## config.mk

```make
export PLATFORM = sky130hd
export DESIGN_NAME = note_lane_scheduler_flat
export DESIGN_NICKNAME = d
export VERILOG_FILES = /design/src/rtl/note_lane_scheduler_if.sv /design/src/rtl/note_lane_scheduler.sv /design/src/flat_wrapper.sv
export SDC_FILE = /design/constraint.sdc
export NUM_CORES = 1
export LEC_CHECK = 0
export ABC_AREA = 1
export ABC_CLOCK_PERIOD_IN_PS = 2000
export BUFFER_PORTS_ARGS = -buffer_cell sky130_fd_sc_hd__buf_4
export CELL_PAD_IN_SITES_DETAIL_PLACEMENT = 0
export CELL_PAD_IN_SITES_GLOBAL_PLACEMENT = 1
export CORE_MARGIN = 5
export CORE_UTILIZATION = 43
export CTS_BUF_LIST = sky130_fd_sc_hd__clkbuf_4 sky130_fd_sc_hd__clkbuf_8 sky130_fd_sc_hd__clkbuf_16
export CTS_CLUSTER_SIZE = 30
export DETAILED_ROUTE_END_ITERATION = 12
export GPL_TIMING_DRIVEN = 0
export PLACE_DENSITY = 0.91
export SYNTH_ARGS = -nofsm -noshare
export SYNTH_HDL_FRONTEND = slang
export SYNTH_SLANG_ARGS = --single-unit
```

## constraint.sdc

```tcl
create_clock -name clk_50 -period 2 [get_ports clk_50]
set_input_delay 0.4 -clock clk_50 [delete_from_list [all_inputs] [get_ports clk_50]]
set_output_delay 0.4 -clock clk_50 [all_outputs]
set_load 0.02 [all_outputs]
```

## src/rtl/note_lane_scheduler_if.sv

```systemverilog
// Bundle between main control / renderer / scoring and the note lane scheduler.
interface note_lane_scheduler_if;
    logic       en_play;
    logic [2:0] key;
    logic       tick;
    logic [2:0] lane_active;
    logic [9:0] lane_y0;
    logic [9:0] lane_y1;
    logic [9:0] lane_y2;
    logic [2:0] hit_pulse;
    logic [2:0] miss_pulse;

    modport master (
        output en_play, key,
        input  tick, lane_active, lane_y0, lane_y1, lane_y2, hit_pulse, miss_pulse
    );
    modport slave (
        input  en_play, key,
        output tick, lane_active, lane_y0, lane_y1, lane_y2, hit_pulse, miss_pulse
    );
endinterface

```

## src/rtl/note_lane_scheduler.sv

```systemverilog
// Three-lane falling-note sequencer: fall-tick divider, LFSR spawner,
// key synchronisers and per-lane hit/miss judgement.
module note_lane_scheduler #(
    parameter int unsigned TICK_DIV    = 9999990,
    parameter int unsigned STEP        = 10,
    parameter int unsigned SPAWN_Y     = 50,
    parameter int unsigned HIT_Y_LO    = 400,
    parameter int unsigned HIT_Y_HI    = 430,
    parameter int unsigned MISS_Y      = 440,
    parameter int unsigned SPAWN_TICKS = 8,
    parameter logic [15:0] SEED        = 16'hACE1
) (
    input  logic                  clk_50,
    input  logic                  rst,
    note_lane_scheduler_if.slave  bus
);
    localparam int NUM_LANES = 3;
    localparam int DIV_W = (TICK_DIV > 0) ? $clog2(TICK_DIV + 1) : 1;
    localparam int SPC_W = (SPAWN_TICKS > 1) ? $clog2(SPAWN_TICKS) : 1;
    localparam logic [DIV_W-1:0] DIV_LAST = DIV_W'(TICK_DIV);
    localparam logic [SPC_W-1:0] SPC_LAST = SPC_W'(SPAWN_TICKS - 1);
    localparam logic [9:0]  Y_SPAWN  = 10'(SPAWN_Y);
    localparam logic [9:0]  Y_HIT_LO = 10'(HIT_Y_LO);
    localparam logic [9:0]  Y_HIT_HI = 10'(HIT_Y_HI);
    localparam logic [9:0]  Y_MISS   = 10'(MISS_Y);
    localparam logic [10:0] Y_STEP   = 11'(STEP);

    typedef enum logic {IDLE, RUN} state_t;

    state_t                     state;
    logic [DIV_W-1:0]           div_cnt, div_nxt;
    logic [SPC_W-1:0]           spawn_cnt;
    logic [15:0]                lfsr, lfsr_nxt;
    logic [NUM_LANES-1:0]       key_s1, key_s2, key_s3;
    logic                       tick_r;
    logic [NUM_LANES-1:0]       active, act_nxt;
    logic [NUM_LANES-1:0]       hit_r, miss_r, hit_c, miss_c;
    logic [NUM_LANES-1:0]       spawn_sel, press;
    logic [NUM_LANES-1:0][9:0]  lane_y, y_nxt;
    logic                       fire, spawn_fire;

    assign fire       = (state == RUN) && bus.en_play && (div_cnt == DIV_LAST);
    assign div_nxt    = (div_cnt == DIV_LAST) ? '0 : div_cnt + DIV_W'(1);
    assign spawn_fire = fire && (spawn_cnt == SPC_LAST);
    assign lfsr_nxt   = {lfsr[14:0], lfsr[15] ^ lfsr[13] ^ lfsr[12] ^ lfsr[10]};
    assign press      = key_s3 & ~key_s2;

    for (genvar i = 0; i < NUM_LANES; i++) begin : g_lane
        logic [10:0] y_sum;
        logic [9:0]  y_mv;
        logic        in_win, alive, retire, spawn_take;

        assign spawn_sel[i] = spawn_fire && (lfsr_nxt[1:0] == 2'(i));
        assign in_win       = (lane_y[i] >= Y_HIT_LO) && (lane_y[i] <= Y_HIT_HI);
        assign hit_c[i]     = press[i] && active[i] && in_win;
        // Judgement uses the pre-tick y; a hit lane is gone before the move.
        assign alive        = active[i] && !hit_c[i];
        assign y_sum        = {1'b0, lane_y[i]} + Y_STEP;
        assign y_mv         = y_sum[10] ? 10'h3FF : y_sum[9:0];
        assign retire       = fire && alive && (y_mv >= Y_MISS);
        assign spawn_take   = spawn_sel[i] && !alive;
        assign miss_c[i]    = (press[i] && !hit_c[i]) || retire;
        assign act_nxt[i]   = spawn_take || (alive && !retire);
        assign y_nxt[i]     = spawn_take     ? Y_SPAWN :
                              (fire && alive) ? y_mv    : lane_y[i];
    end

    always_ff @(posedge clk_50) begin
        if (rst) begin
            state     <= IDLE;
            div_cnt   <= '0;
            spawn_cnt <= '0;
            lfsr      <= SEED;
            key_s1    <= '1;
            key_s2    <= '1;
            key_s3    <= '1;
            tick_r    <= 1'b0;
            active    <= '0;
            lane_y    <= {NUM_LANES{Y_SPAWN}};
            hit_r     <= '0;
            miss_r    <= '0;
        end else begin
            key_s1 <= bus.key;
            key_s2 <= key_s1;
            key_s3 <= key_s2;
            hit_r  <= '0;
            miss_r <= '0;
            tick_r <= 1'b0;
            case (state)
                IDLE: begin
                    div_cnt   <= '0;
                    spawn_cnt <= '0;
                    active    <= '0;
                    lane_y    <= {NUM_LANES{Y_SPAWN}};
                    if (bus.en_play) begin
                        state  <= RUN;
                        tick_r <= (DIV_LAST == '0);
                    end
                end
                RUN: begin
                    if (!bus.en_play) begin
                        state     <= IDLE;
                        div_cnt   <= '0;
                        spawn_cnt <= '0;
                        active    <= '0;
                        lane_y    <= {NUM_LANES{Y_SPAWN}};
                    end else begin
                        div_cnt <= div_nxt;
                        tick_r  <= (div_nxt == DIV_LAST);
                        if (fire)
                            spawn_cnt <= spawn_fire ? '0 : spawn_cnt + SPC_W'(1);
                        if (spawn_fire)
                            lfsr <= lfsr_nxt;
                        active <= act_nxt;
                        lane_y <= y_nxt;
                        hit_r  <= hit_c;
                        miss_r <= miss_c;
                    end
                end
                default: state <= IDLE;
            endcase
        end
    end

    assign bus.tick        = tick_r;
    assign bus.lane_active = active;
    assign bus.lane_y0     = lane_y[0];
    assign bus.lane_y1     = lane_y[1];
    assign bus.lane_y2     = lane_y[2];
    assign bus.hit_pulse   = hit_r;
    assign bus.miss_pulse  = miss_r;
endmodule

```

## src/flat_wrapper.sv

```systemverilog
// flat-port wrapper written by rule: the top's interface ports become plain ports
module note_lane_scheduler_flat 
#(
    parameter int unsigned TICK_DIV    = 9999990,
    parameter int unsigned STEP        = 10,
    parameter int unsigned SPAWN_Y     = 50,
    parameter int unsigned HIT_Y_LO    = 400,
    parameter int unsigned HIT_Y_HI    = 430,
    parameter int unsigned MISS_Y      = 440,
    parameter int unsigned SPAWN_TICKS = 8,
    parameter logic [15:0] SEED        = 16'hACE1
)
  (clk_50, rst, bus_en_play, bus_key, bus_tick, bus_lane_active, bus_lane_y0, bus_lane_y1, bus_lane_y2, bus_hit_pulse, bus_miss_pulse);
  note_lane_scheduler_if bus_i ();
  input  logic clk_50;
  input  logic rst;
  input wire logic [$bits(bus_i.en_play)-1:0] bus_en_play;
  input wire logic [$bits(bus_i.key)-1:0] bus_key;
  output wire logic [$bits(bus_i.tick)-1:0] bus_tick;
  output wire logic [$bits(bus_i.lane_active)-1:0] bus_lane_active;
  output wire logic [$bits(bus_i.lane_y0)-1:0] bus_lane_y0;
  output wire logic [$bits(bus_i.lane_y1)-1:0] bus_lane_y1;
  output wire logic [$bits(bus_i.lane_y2)-1:0] bus_lane_y2;
  output wire logic [$bits(bus_i.hit_pulse)-1:0] bus_hit_pulse;
  output wire logic [$bits(bus_i.miss_pulse)-1:0] bus_miss_pulse;
  assign bus_i.en_play = bus_en_play;
  assign bus_i.key = bus_key;
  assign bus_tick = bus_i.tick;
  assign bus_lane_active = bus_i.lane_active;
  assign bus_lane_y0 = bus_i.lane_y0;
  assign bus_lane_y1 = bus_i.lane_y1;
  assign bus_lane_y2 = bus_i.lane_y2;
  assign bus_hit_pulse = bus_i.hit_pulse;
  assign bus_miss_pulse = bus_i.miss_pulse;
  note_lane_scheduler #(.TICK_DIV(TICK_DIV), .STEP(STEP), .SPAWN_Y(SPAWN_Y), .HIT_Y_LO(HIT_Y_LO), .HIT_Y_HI(HIT_Y_HI), .MISS_Y(MISS_Y), .SPAWN_TICKS(SPAWN_TICKS), .SEED(SEED)) u_core (.clk_50(clk_50), .rst(rst), .bus(bus_i));
endmodule
```

==> results of run 1 <==
## worst max-delay path by stage
stage	from	to	slack, ps	depth (start not counted)
6_report	u_core.div_cnt[0]	u_core.bus.lane_y1[2]	80	12
5_1_grt	u_core.div_cnt[0]	u_core.bus.tick	-50	13
4_1_cts	u_core.div_cnt[19]	u_core.bus.lane_y1[1]	2	11
3_5_place_dp	bus_en_play	u_core.bus.tick	-180	9
3_3_place_gp	bus_en_play	u_core.bus.tick	-180	9
2_1_floorplan	u_core.div_cnt[0]	u_core.bus.lane_y1[1]	270	12
## worst max-delay path: stages (launching register included)
cell and delay, ps:
dfxtp_4 360, inv_2 60, ha_4 150, nand2_2 50, nor2_2 100, nand2_2 70
nor2_4 200, nand4_4 190, nor2_4 180, nand3_4 100, buf_2 170, nand3_1 80
a21oi_1 60
## stage by stage
step / utilization, % / setup TNS [ps] / std cells
floorplan: - / 0 / 759
global placement: 48.4 / -1600 / 946
detailed placement: 48.4 / -2460 / 946
CTS: 51.4 / 0 / 963
global route: 53.5 / -281 / 972
finish: 53.5 / 0 / 972
## cells in the final DEF, fill, tap and decap left out, drive strengths merged
master,netlist,routed
nand2,190,190
nor2,115,115
inv,105,106
dfxtp,93,93
nand3,80,80
buf,4,59
a21oi,47,47
o21ai,33,33
nand4,20,21
nor3,16,16
xor2,15,15
clkbuf,7,15
ha,10,10
or2,8,8
o211ai,5,5
nand3b,3,3
clkinv,0,3
bufinv,0,2
xnor2,2,2
o21bai,1,1
and2,1,1
o22ai,1,1
o31ai,1,1
o21a,1,1
nor4,1,1
## area by class of cell
class	count	area, µm²
fill	1142	5330
multi-input combinational	551	2900
sequential	93	1880
timing repair buffer	54	403
inverter	105	402
clock buffer	9	225
tap	143	179
clock inverter	6	95.1
buffer	11	55.1
## sequential cells by signal (all words and copies together) (netlist names), 10 cells and up
register	cells
u_core.bus.lane_y0	10
u_core.bus.lane_y1	10
u_core.bus.lane_y2	10
u_core.div_cnt	24
u_core.lfsr	16
## power groups by stage
stage	Sequential [W]	Combinational, W	Clock, W
4_1_cts	0.00188	0.000109	0.00191
5_1_grt	0.00188	0.000127	0.00200
3_5_place_dp	0.00192	0.000108	0
3_3_place_gp	0.00192	0.000106	0
6_report	0.00188	0.000114	0.00188
2_1_floorplan	0.00192	0.0000638	0
## metal layers
metal	vias to the layer above	routed length [µm]	GRT usage, %
met5	-	0	0
met4	0	166	4.37
met3	15	661	4.39
met2	118	6610	31.9
met1	2322	6000	24.0
li1	2572	-	-
## cell families after synthesis
group | Yosys count | share of synthesized area [%]
buffers and inverters | 116 | 8.89
adder cells (fa/ha/maj) | 10 | 2.48
AND/OR/NAND/NOR | 434 | 39.1
AO/OA/AOI/OAI | 89 | 9.41
XOR/XNOR | 17 | 3.11
flip-flops | 93 | 37.0
## repair_timing
item                       4_1_cts  5_1_grt
gates resized for setup          4       57
setup endpoints to repair       25       52
setup buffers                    2        7
hold endpoints to repair         0        0
pin swaps                        2       14
cloned                           0        2
==> reports/results.ini, run 1 <==
[die]
start_util_pct = 43.9
dieArea_um2 = 14000
row_count = 39
chipHeight_um = 118
core_um2 = 11500
num_io_pins = 46
die_w_um = 118

[place]
place_area_um2 = 5550
gp_congestion = 0.877
portBuffers = 44
hpwl_um = 9720
place_ws_ps = -183

[route]
drt_iter0_drc = 343
drc = 0
finalWirelength_um = 13400
drt_pass1_iterations = 5
drtAntennaViolNets = 0
vias_per_cell = 5.17
avgRoutedWirePerCell_um = 13.8
vias = 5027

[logic_synthesis]
synth.most_common_cell = nand2_1
ys_seq_elements = 93
synthFlopType = dfxtp_1
synth_top_area_share_pct = 37.0
ys_types = 39
async_flop_share_pct = 0
synthTopCellsByCount = 187 x nand2_1, 103 x nor2_1, 96 x inv_1
synth-edff-count = 0
synthesis.area_um2 = 5040
synth_top_cell_by_area = dfxtp_1
synth_seq_area_share_pct = 37.0
ys_top_cells_by_area = dfxtp_1 37%, nand2_1 14%, nor2_1 7.7%
syn-num-nets = 775
syn_avg_cell_area_um2 = 6.64
synth_cells = 759
yosys_warnings = 0

[power_and_ir_drop]
p_total_w = 0.00387
vdd_drop_max_mv = 0.662
p_comb_share_pct = 2.9
p_switching_w = 0.000864
power.density_nw_per_um2 = 630
p_int_w = 0.00300
swShare_pct = 22.3
seq_power_share_pct = 48.5
clkPwrFrac_pct = 48.6
p_leak_nw = 2.50

[setup_path]
r2r-end = u_core.bus.lane_y1[2]
worstPathRequired_ps = 2220
worstPathArrival_ps = 2140
path_class = flip-flop to flip-flop
worstPathMaxFanout = 6
r2r_cells = 12
critPathCaptureType = flip-flop
rrSetupSlack_ps = 80
critPathLaunchType = flip-flop
regToRegStartpoint = u_core.div_cnt[0]

[clock_network]
cts_tree = built
cts-htree-levels = 3
clockBufferDepth = 2
cts_hold_buffers = 0
cts_sinks = 93
cts-root-buf = clkbuf_16
cts_made_buffers = 9
clk_pin_slew_ps = 70
clock_latency_ps = 350

[min_path]
hold_depth = 2
min_to = u_core.key_s1[2]
hold_path_class = primary input to flip-flop
hold_start = bus_key[2]

[cells_and_area]
drive_above_1_share_pct = 18.7
n_antenna_cell = 0
fin_area_um2 = 6140
nets = 841
syn_to_final_growth_pct = 21.9

[global_routing]
grt_pass1_vias = 4705
grt_pass1_wl_um = 22000
grt_max_degree = 17
antenna_found_initial = 0
grt-ovfl-total = 0
grt_usage_pct = 18.7

[timing]
worst_slew_pin_slew_ps = 624
finalCritPeriodShare_pct = 96.1
final_max_slew_viol_count = 0
rsz0062_at_grt = yes
fmax_mhz = 520
max-slew-margin-rel_pct = 58.4
fin_hold_ws_ps = 227
min_period_ps = 1920
skew_ps = 6.10
finalHoldViolations = 0
fin_ws_ps = 77.5
setup_viol = 0

[run]
maxCapViolCount = 0

[outcome]
status = completed

Power figures use the tool's default switching activity.
==> run 2: changes to the inputs <==
Settings changed: ABC_AREA 1 to default, CORE_UTILIZATION 43 to 45, PLACE_DENSITY 0.91 to 0.9.
==> reports/results.ini, run 2 <==
[outcome]
status = finished, violations left  ; was completed
violations = negative setup slack

[route]
drt_iter0_drc = 400  ; was 343
drtAntennaViolNets = 0  ; unchanged
vias = 4737  ; was 5,027
drc = 0  ; unchanged
vias_per_cell = 5.78  ; was 5.17
avgRoutedWirePerCell_um = 15.8  ; was 13.8 µm
drt_pass1_iterations = 5  ; unchanged
finalWirelength_um = 12900  ; was 13,400 µm

[global_routing]
grt_pass1_wl_um = 21400  ; was 22,000 µm
grt_util_met3_pct = 3.12  ; was 4.39%
grt_pass1_vias = 4444  ; was 4,705
grt-ovfl-total = 0  ; unchanged
grt_most_used_layer = met2  ; unchanged
grt_max_degree = 15  ; was 17
use_met2_pct = 31.6  ; was 31.9%
antenna_found_initial = 0  ; unchanged
grt_usage_pct = 20.0  ; was 18.7%
met1_usage_pct = 26.8  ; was 24.0%

[logic_synthesis]
async_flop_share_pct = 0  ; unchanged
synthAdderAreaFrac_pct = 2.57  ; was 2.48%
synthFlopType = dfxtp_1  ; unchanged
synth_cells = 598  ; was 759
synth_top_area_share_pct = 38.2  ; was 37.0%
synth_xor_area_share_pct = 5.39  ; was 3.10%
ys_seq_elements = 93  ; unchanged
ys_types = 70  ; was 39
syn-num-nets = 614  ; was 775
synth_top_cell_by_area = dfxtp_1  ; unchanged
syn_avg_cell_area_um2 = 8.16  ; was 6.64 µm²
synth_simple_gate_area_share_pct = 30.9  ; was 39.1%
synth_seq_area_share_pct = 38.2  ; was 37.0%
synth.mux.area_fraction_pct = 1.77  ; was 0%
ys_top_cells_by_area = dfxtp_1 38%, nand2_1 5.8%, nor2_1 4.8%  ; was dfxtp_1 37%, nand2_1 14%, nor2_1 7.7%
synthTopCellsByCount = 93 x dfxtp_1, 75 x nand2_1, 62 x nor2_1  ; was 187 x nand2_1, 103 x nor2_1, 96 x inv_1
synth_compound_gate_area_share_pct = 17.1  ; was 9.41%
synth_top_family_by_area = simple AND/OR/NAND/NOR gates  ; unchanged
synth.most_common_cell = dfxtp_1  ; was nand2_1
synthesis.area_um2 = 4880  ; was 5040 µm²
synth-edff-count = 0  ; unchanged
yosys_warnings = 0  ; unchanged

[timing]
finalHoldViolations = 0  ; unchanged
rsz0062_at_grt = yes  ; unchanged
finalCritPeriodShare_pct = 111  ; was 96.1%
worst_slew_pin_slew_ps = 650  ; was 624 ps
skew_ps = 8.24  ; was 6.10 ps
max-slew-margin-rel_pct = 56.7  ; was 58.4%
final_max_slew_viol_count = 0  ; unchanged
setup_viol = 29  ; was 0
fmax_mhz = 452  ; was 520 MHz
fin_ws_ps = -214  ; was 77.5 ps
min_period_ps = 2210  ; was 1920 ps
fin_hold_ws_ps = 213  ; was 227 ps

[setup_path]
critPathLaunchType = flip-flop  ; unchanged
worstPathRequired_ps = 2270  ; was 2220 ps
path_class = flip-flop to flip-flop  ; unchanged
worstPathArrival_ps = 2480  ; was 2140 ps
critPathCaptureType = flip-flop  ; unchanged
worstPathMaxFanout = 7  ; was 6

[cells_and_area]
multi_input_area_um2 = 3170  ; was 2900 µm²
reg_top3 = u_core.div_cnt: 24 flops, u_core.lfsr: 16 flops  ; unchanged
drive_above_1_share_pct = 30.4  ; was 18.7%
largest_reg_flops = 24  ; unchanged
regArea_um2 = 1910  ; was 1880 µm²
fin_area_um2 = 6220  ; was 6140 µm²
nFillCells = 981  ; was 1,142
n_antenna_cell = 0  ; unchanged
final_common_cell = buf_4  ; was nand2_1
syn_to_final_growth_pct = 27.6  ; was 21.9%
final_util_pct = 57.9  ; was 53.5%
layout_common_cells = 73 x buf_4, 71 x nand2_1, 70 x dfxtp_1  ; was 179 x nand2_1, 96 x nor2_1, 93 x inv_1
largest-register = u_core.div_cnt  ; unchanged
nets = 691  ; was 841

[die]
row_count = 38  ; was 39
num_io_pins = 46  ; unchanged
core_um2 = 10700  ; was 11,500 µm²
dieArea_um2 = 13000  ; was 14,000 µm²
start_util_pct = 45.4  ; was 43.9%
chipHeight_um = 114  ; was 118 µm
die_w_um = 114  ; was 118 µm

[clock_network]
clock_latency_ps = 370  ; was 350 ps
cts_made_buffers = 9  ; unchanged
cts_tree = built  ; unchanged
clk_pin_slew_ps = 90  ; was 70 ps
cts-root-buf = clkbuf_8  ; was clkbuf_16
cts_sinks = 93  ; unchanged
cts-htree-levels = 3  ; unchanged
clockBufferDepth = 2  ; unchanged
cts_hold_buffers = 0  ; unchanged

[place]
gp_congestion = 0.893  ; was 0.877
place_ws_ps = -717  ; was -183 ps
portBuffers = 44  ; unchanged
place_area_um2 = 5480  ; was 5550 µm²
hpwl_um = 8690  ; was 9720 µm

[run]
maxCapViolCount = 0  ; unchanged

[power_and_ir_drop]
p_switching_w = 0.000733  ; was 0.000864 W
p_comb_share_pct = 2.8  ; was 2.9%
power.density_nw_per_um2 = 500  ; was 630 nW/µm²
vdd_drop_max_mv = 0.307  ; was 0.662 mV
swShare_pct = 23.5  ; was 22.3%
p_leak_nw = 2.35  ; was 2.50 nW
clkPwrFrac_pct = 37.4  ; was 48.6%
p_int_w = 0.00238  ; was 0.00300 W
seq_power_share_pct = 59.8  ; was 48.5%

[min_path]
hold_path_class = primary input to flip-flop  ; unchanged

## run 2: cells by family after synthesis
kind of cell | Yosys count
xor+xnor | 30
flops | 93
mux | 8
simple gates | 286
compound gates | 122
fa+ha+maj | 10
buf+inv | 49
## run 2: per-stage QoR
step	power [W]	instances	TNS (ps)
finish	0.00311	820	-3690
floorplan	0.00196	598	-1820
detailed placement	0.00199	782	-24580
CTS	0.00314	813	-3790
global placement	0.00199	782	-20900
global route	0.00323	820	-8330
## run 2: cell type report
type	count	share of cell area [%]
Inverter	18	1.09
Multi-Input combinational cell	456	51.0
Tap cell	140	2.81
Buffer	20	2.15
Clock buffer	12	2.35
Clock inverter	4	0.362
Sequential cell	93	30.7
Timing Repair Buffer	77	9.55
## run 2: path summary, 6_finish.rpt
kind | start | end | slack (ps) | depth (start not counted)
worst max-delay path | u_core.div_cnt[0] | u_core.bus.lane_active[1] | -210 | 7
worst max register to register | u_core.div_cnt[0] | u_core.bus.lane_active[1] | -210 | 7
worst min register to register | u_core.key_s1[1] | u_core.key_s2[1] | 420 | 1
worst min-delay path | bus_key[1] | u_core.key_s1[1] | 210 | 2
## run 2: what timing repair did
action                                  4_1_cts  5_1_grt
pin swaps                                    17       20
endpoints found under the setup margin       73       69
setup buffers                                20       11
cloned                                        0        2
gates resized for setup                      69       43
## run 2: routing by layer
| layer | wire, µm | up-vias | share of wire [%] |
|---|---|---|---|
| li1 | - | 2303 | - |
| met2 | 6190 | 145 | 48 |
| met3 | 647 | 27 | 5.0 |
| met5 | 0 | - | 0 |
| met1 | 5820 | 2262 | 45 |
| met4 | 272 | 0 | 2.1 |
## run 2: worst max-delay path, cell delays in order (launching register included)
cell and delay, ps:
dfxtp_4 380, inv_2 50, ha_2 200, nand4_1 100, or4_4 610, or3_4 410
a21o_1 210, a21o_1 160
## run 2: power groups by stage
stage	Clock (W)	Sequential, W	Combinational (W)
2_1_floorplan	0	0.00191	0.0000516
3_5_place_dp	0	0.00191	0.0000844
6_report	0.00116	0.00186	0.0000881
3_3_place_gp	0	0.00191	0.0000831
5_1_grt	0.00127	0.00186	0.0000965
4_1_cts	0.00119	0.00186	0.0000878
==> run 3: changes to the inputs <==
Settings changed: RECOVER_POWER from default to 50.
==> reports/results.ini, run 3 (synthesized netlist as in run 2, its figures left out) <==
[route]
finalWirelength_um = 12900  ; about the same
vias_per_cell = 5.75  ; was 5.78
vias = 4719  ; was 4,737
drt_pass1_iterations = 5  ; unchanged
drc = 0  ; unchanged
drt_iter0_drc = 401  ; was 400
avgRoutedWirePerCell_um = 15.8  ; about the same
drtAntennaViolNets = 0  ; unchanged

[clock_network]
cts-root-buf = clkbuf_8  ; unchanged
clock_latency_ps = 370  ; about the same
cts-htree-levels = 3  ; unchanged
clk_pin_slew_ps = 90  ; about the same
clockBufferDepth = 2  ; unchanged
cts_made_buffers = 9  ; unchanged
cts_tree = built  ; unchanged
cts_sinks = 93  ; unchanged
cts_hold_buffers = 0  ; unchanged

[min_path]
hold_path_class = primary input to flip-flop  ; unchanged
hold_start = bus_key[1]  ; unchanged
hold_depth = 2  ; unchanged

[timing]
min_period_ps = 2210  ; about the same
worst_slew_pin_slew_ps = 628  ; was 650 ps
fin_hold_ws_ps = 213  ; about the same
finalCritPeriodShare_pct = 111  ; about the same
fin_ws_ps = -211  ; was -214 ps
final.setup.tns_ps = -3620  ; was -3690 ps
fmax_mhz = 452  ; about the same
rsz0062_at_grt = yes  ; unchanged
max-slew-margin-rel_pct = 58.1  ; was 56.7%
skew_ps = 8.67  ; was 8.24 ps
setup_viol = 28  ; was 29
finalHoldViolations = 0  ; unchanged
final_max_slew_viol_count = 0  ; unchanged

[global_routing]
grt_max_degree = 15  ; unchanged
grt-ovfl-total = 0  ; unchanged
grt_pass1_wl_um = 21400  ; unchanged
grt_usage_pct = 20.0  ; unchanged
grt_pass1_vias = 4444  ; unchanged
antenna_found_initial = 0  ; unchanged

[die]
start_util_pct = 45.4  ; unchanged
core_um2 = 10700  ; unchanged
die_w_um = 114  ; unchanged
row_count = 38  ; unchanged
dieArea_um2 = 13000  ; unchanged
num_io_pins = 46  ; unchanged
chipHeight_um = 114  ; unchanged

[run]
maxCapViolCount = 0  ; unchanged

[setup_path]
worstPathMaxFanout = 7  ; unchanged
path_class = flip-flop to flip-flop  ; unchanged
critPathLaunchType = flip-flop  ; unchanged
critPathCaptureType = flip-flop  ; unchanged
r2r_cells = 7  ; unchanged
regToRegStartpoint = u_core.div_cnt[0]  ; unchanged
r2r-end = u_core.bus.lane_active[1]  ; unchanged
crit_path_start = u_core.div_cnt[0]  ; unchanged
worstPathArrival_ps = 2480  ; about the same
rrSetupSlack_ps = -210  ; about the same
crit_end = u_core.bus.lane_active[1]  ; unchanged
worstPathRequired_ps = 2270  ; about the same

[cells_and_area]
instances_no_fill = 820  ; unchanged
largest_reg_flops = 24  ; unchanged
final_common_cell = dfxtp_1  ; was buf_4
largest-register = u_core.div_cnt  ; unchanged
syn_to_final_growth_pct = 25.3  ; was 27.6%
drive_above_1_share_pct = 25.9  ; was 30.4%
reg_top3 = u_core.div_cnt: 24 flops, u_core.lfsr: 16 flops  ; unchanged
nets = 691  ; unchanged
n_antenna_cell = 0  ; unchanged
layout_common_cells = 73 x dfxtp_1, 71 x nand2_1, 57 x nor2_1  ; was 73 x buf_4, 71 x nand2_1, 70 x dfxtp_1

[outcome]
violations = negative setup slack  ; unchanged
status = finished, violations left  ; unchanged

[power_and_ir_drop]
swShare_pct = 23.6  ; was 23.5%
p_switching_w = 0.000734  ; was 0.000733 W
p_int_w = 0.00238  ; about the same
vdd_drop_max_mv = 0.307  ; about the same
seq_power_share_pct = 59.8  ; about the same
p_comb_share_pct = 2.8  ; about the same
p_total_w = 0.00311  ; about the same
clkPwrFrac_pct = 37.4  ; about the same
p_leak_nw = 2.24  ; was 2.35 nW
power.density_nw_per_um2 = 509  ; was 500 nW/µm²

[place]
place_inst = 782  ; unchanged
portBuffers = 44  ; unchanged
hpwl_um = 8690  ; unchanged
gp_congestion = 0.893  ; unchanged

run 3: cell types whose count changed in the layout (fill, tap and decap cells not counted):
cell | previous run | this run
buf_4 | 73 | 45
clkbuf_1 | 6 | 34
dfxtp_1 | 70 | 73
dfxtp_2 | 15 | 13
dfxtp_4 | 8 | 7
run 3: per-layer routing:
| layer | GRT usage [%] | wire length, µm |
|---|---|---|
| met4 | 9.18 | 259 |
| met5 | 0 | 0 |
| met1 | 26.8 | 5870 |
| met2 | 31.6 | 6150 |
| met3 | 3.12 | 651 |
run 3: layout make-up:
type	instances	area, µm²
fillers	1010	4630
repair buffers	77	489
plain buffers	20	134
multi-input cells	456	3170
flip-flops and latches	93	1900
clock inverters	4	22.5
clock buffers	12	146
inverters	18	67.6
well taps	140	175
run 3: repair_timing:
action                                 4_1_cts  5_1_grt
endpoints found under the hold margin        0        0
buffers inserted                            20       11
pin swaps                                   17       20
gates cloned                                 0        2
resized for setup                           69       43
setup endpoints to repair                   73       69
run 3: how the worst min path moves through the flow:
stage / to
after floorplan: u_core.key_s2[0]
after global placement: u_core.key_s2[2]
after detailed placement: u_core.key_s2[1]
after CTS: u_core.key_s1[1]
after global routing: u_core.key_s1[0]
final: u_core.key_s1[1]
run 3: critical path: stages (launching register included):
cell and delay (ps):
dfxtp_4 380, inv_2 50, ha_2 200, nand4_1 100
or4_4 610, or3_4 410, a21o_1 210, a21o_1 160
run 3: through the flow:
step | setup slack [ps] | area (µm²) | utilization (%)
finish | -211 | 6110 | 56.9
global route | -289 | 6110 | 56.9
CTS | -247 | 6010 | 55.9
detailed placement | -717 | 5480 | 51.0
global placement | -677 | 5480 | 51.0
floorplan | -214 | 4970 | -
run 3: power groups by stage:
stage / clock [W] / sequential [W] / combinational (W)
floorplan: 0 / 0.00191 / 0.0000516
global placement: 0 / 0.00191 / 0.0000831
detailed placement: 0 / 0.00191 / 0.0000844
CTS: 0.00119 / 0.00186 / 0.0000878
global route: 0.00127 / 0.00187 / 0.0000955
finish: 0.00116 / 0.00186 / 0.0000870
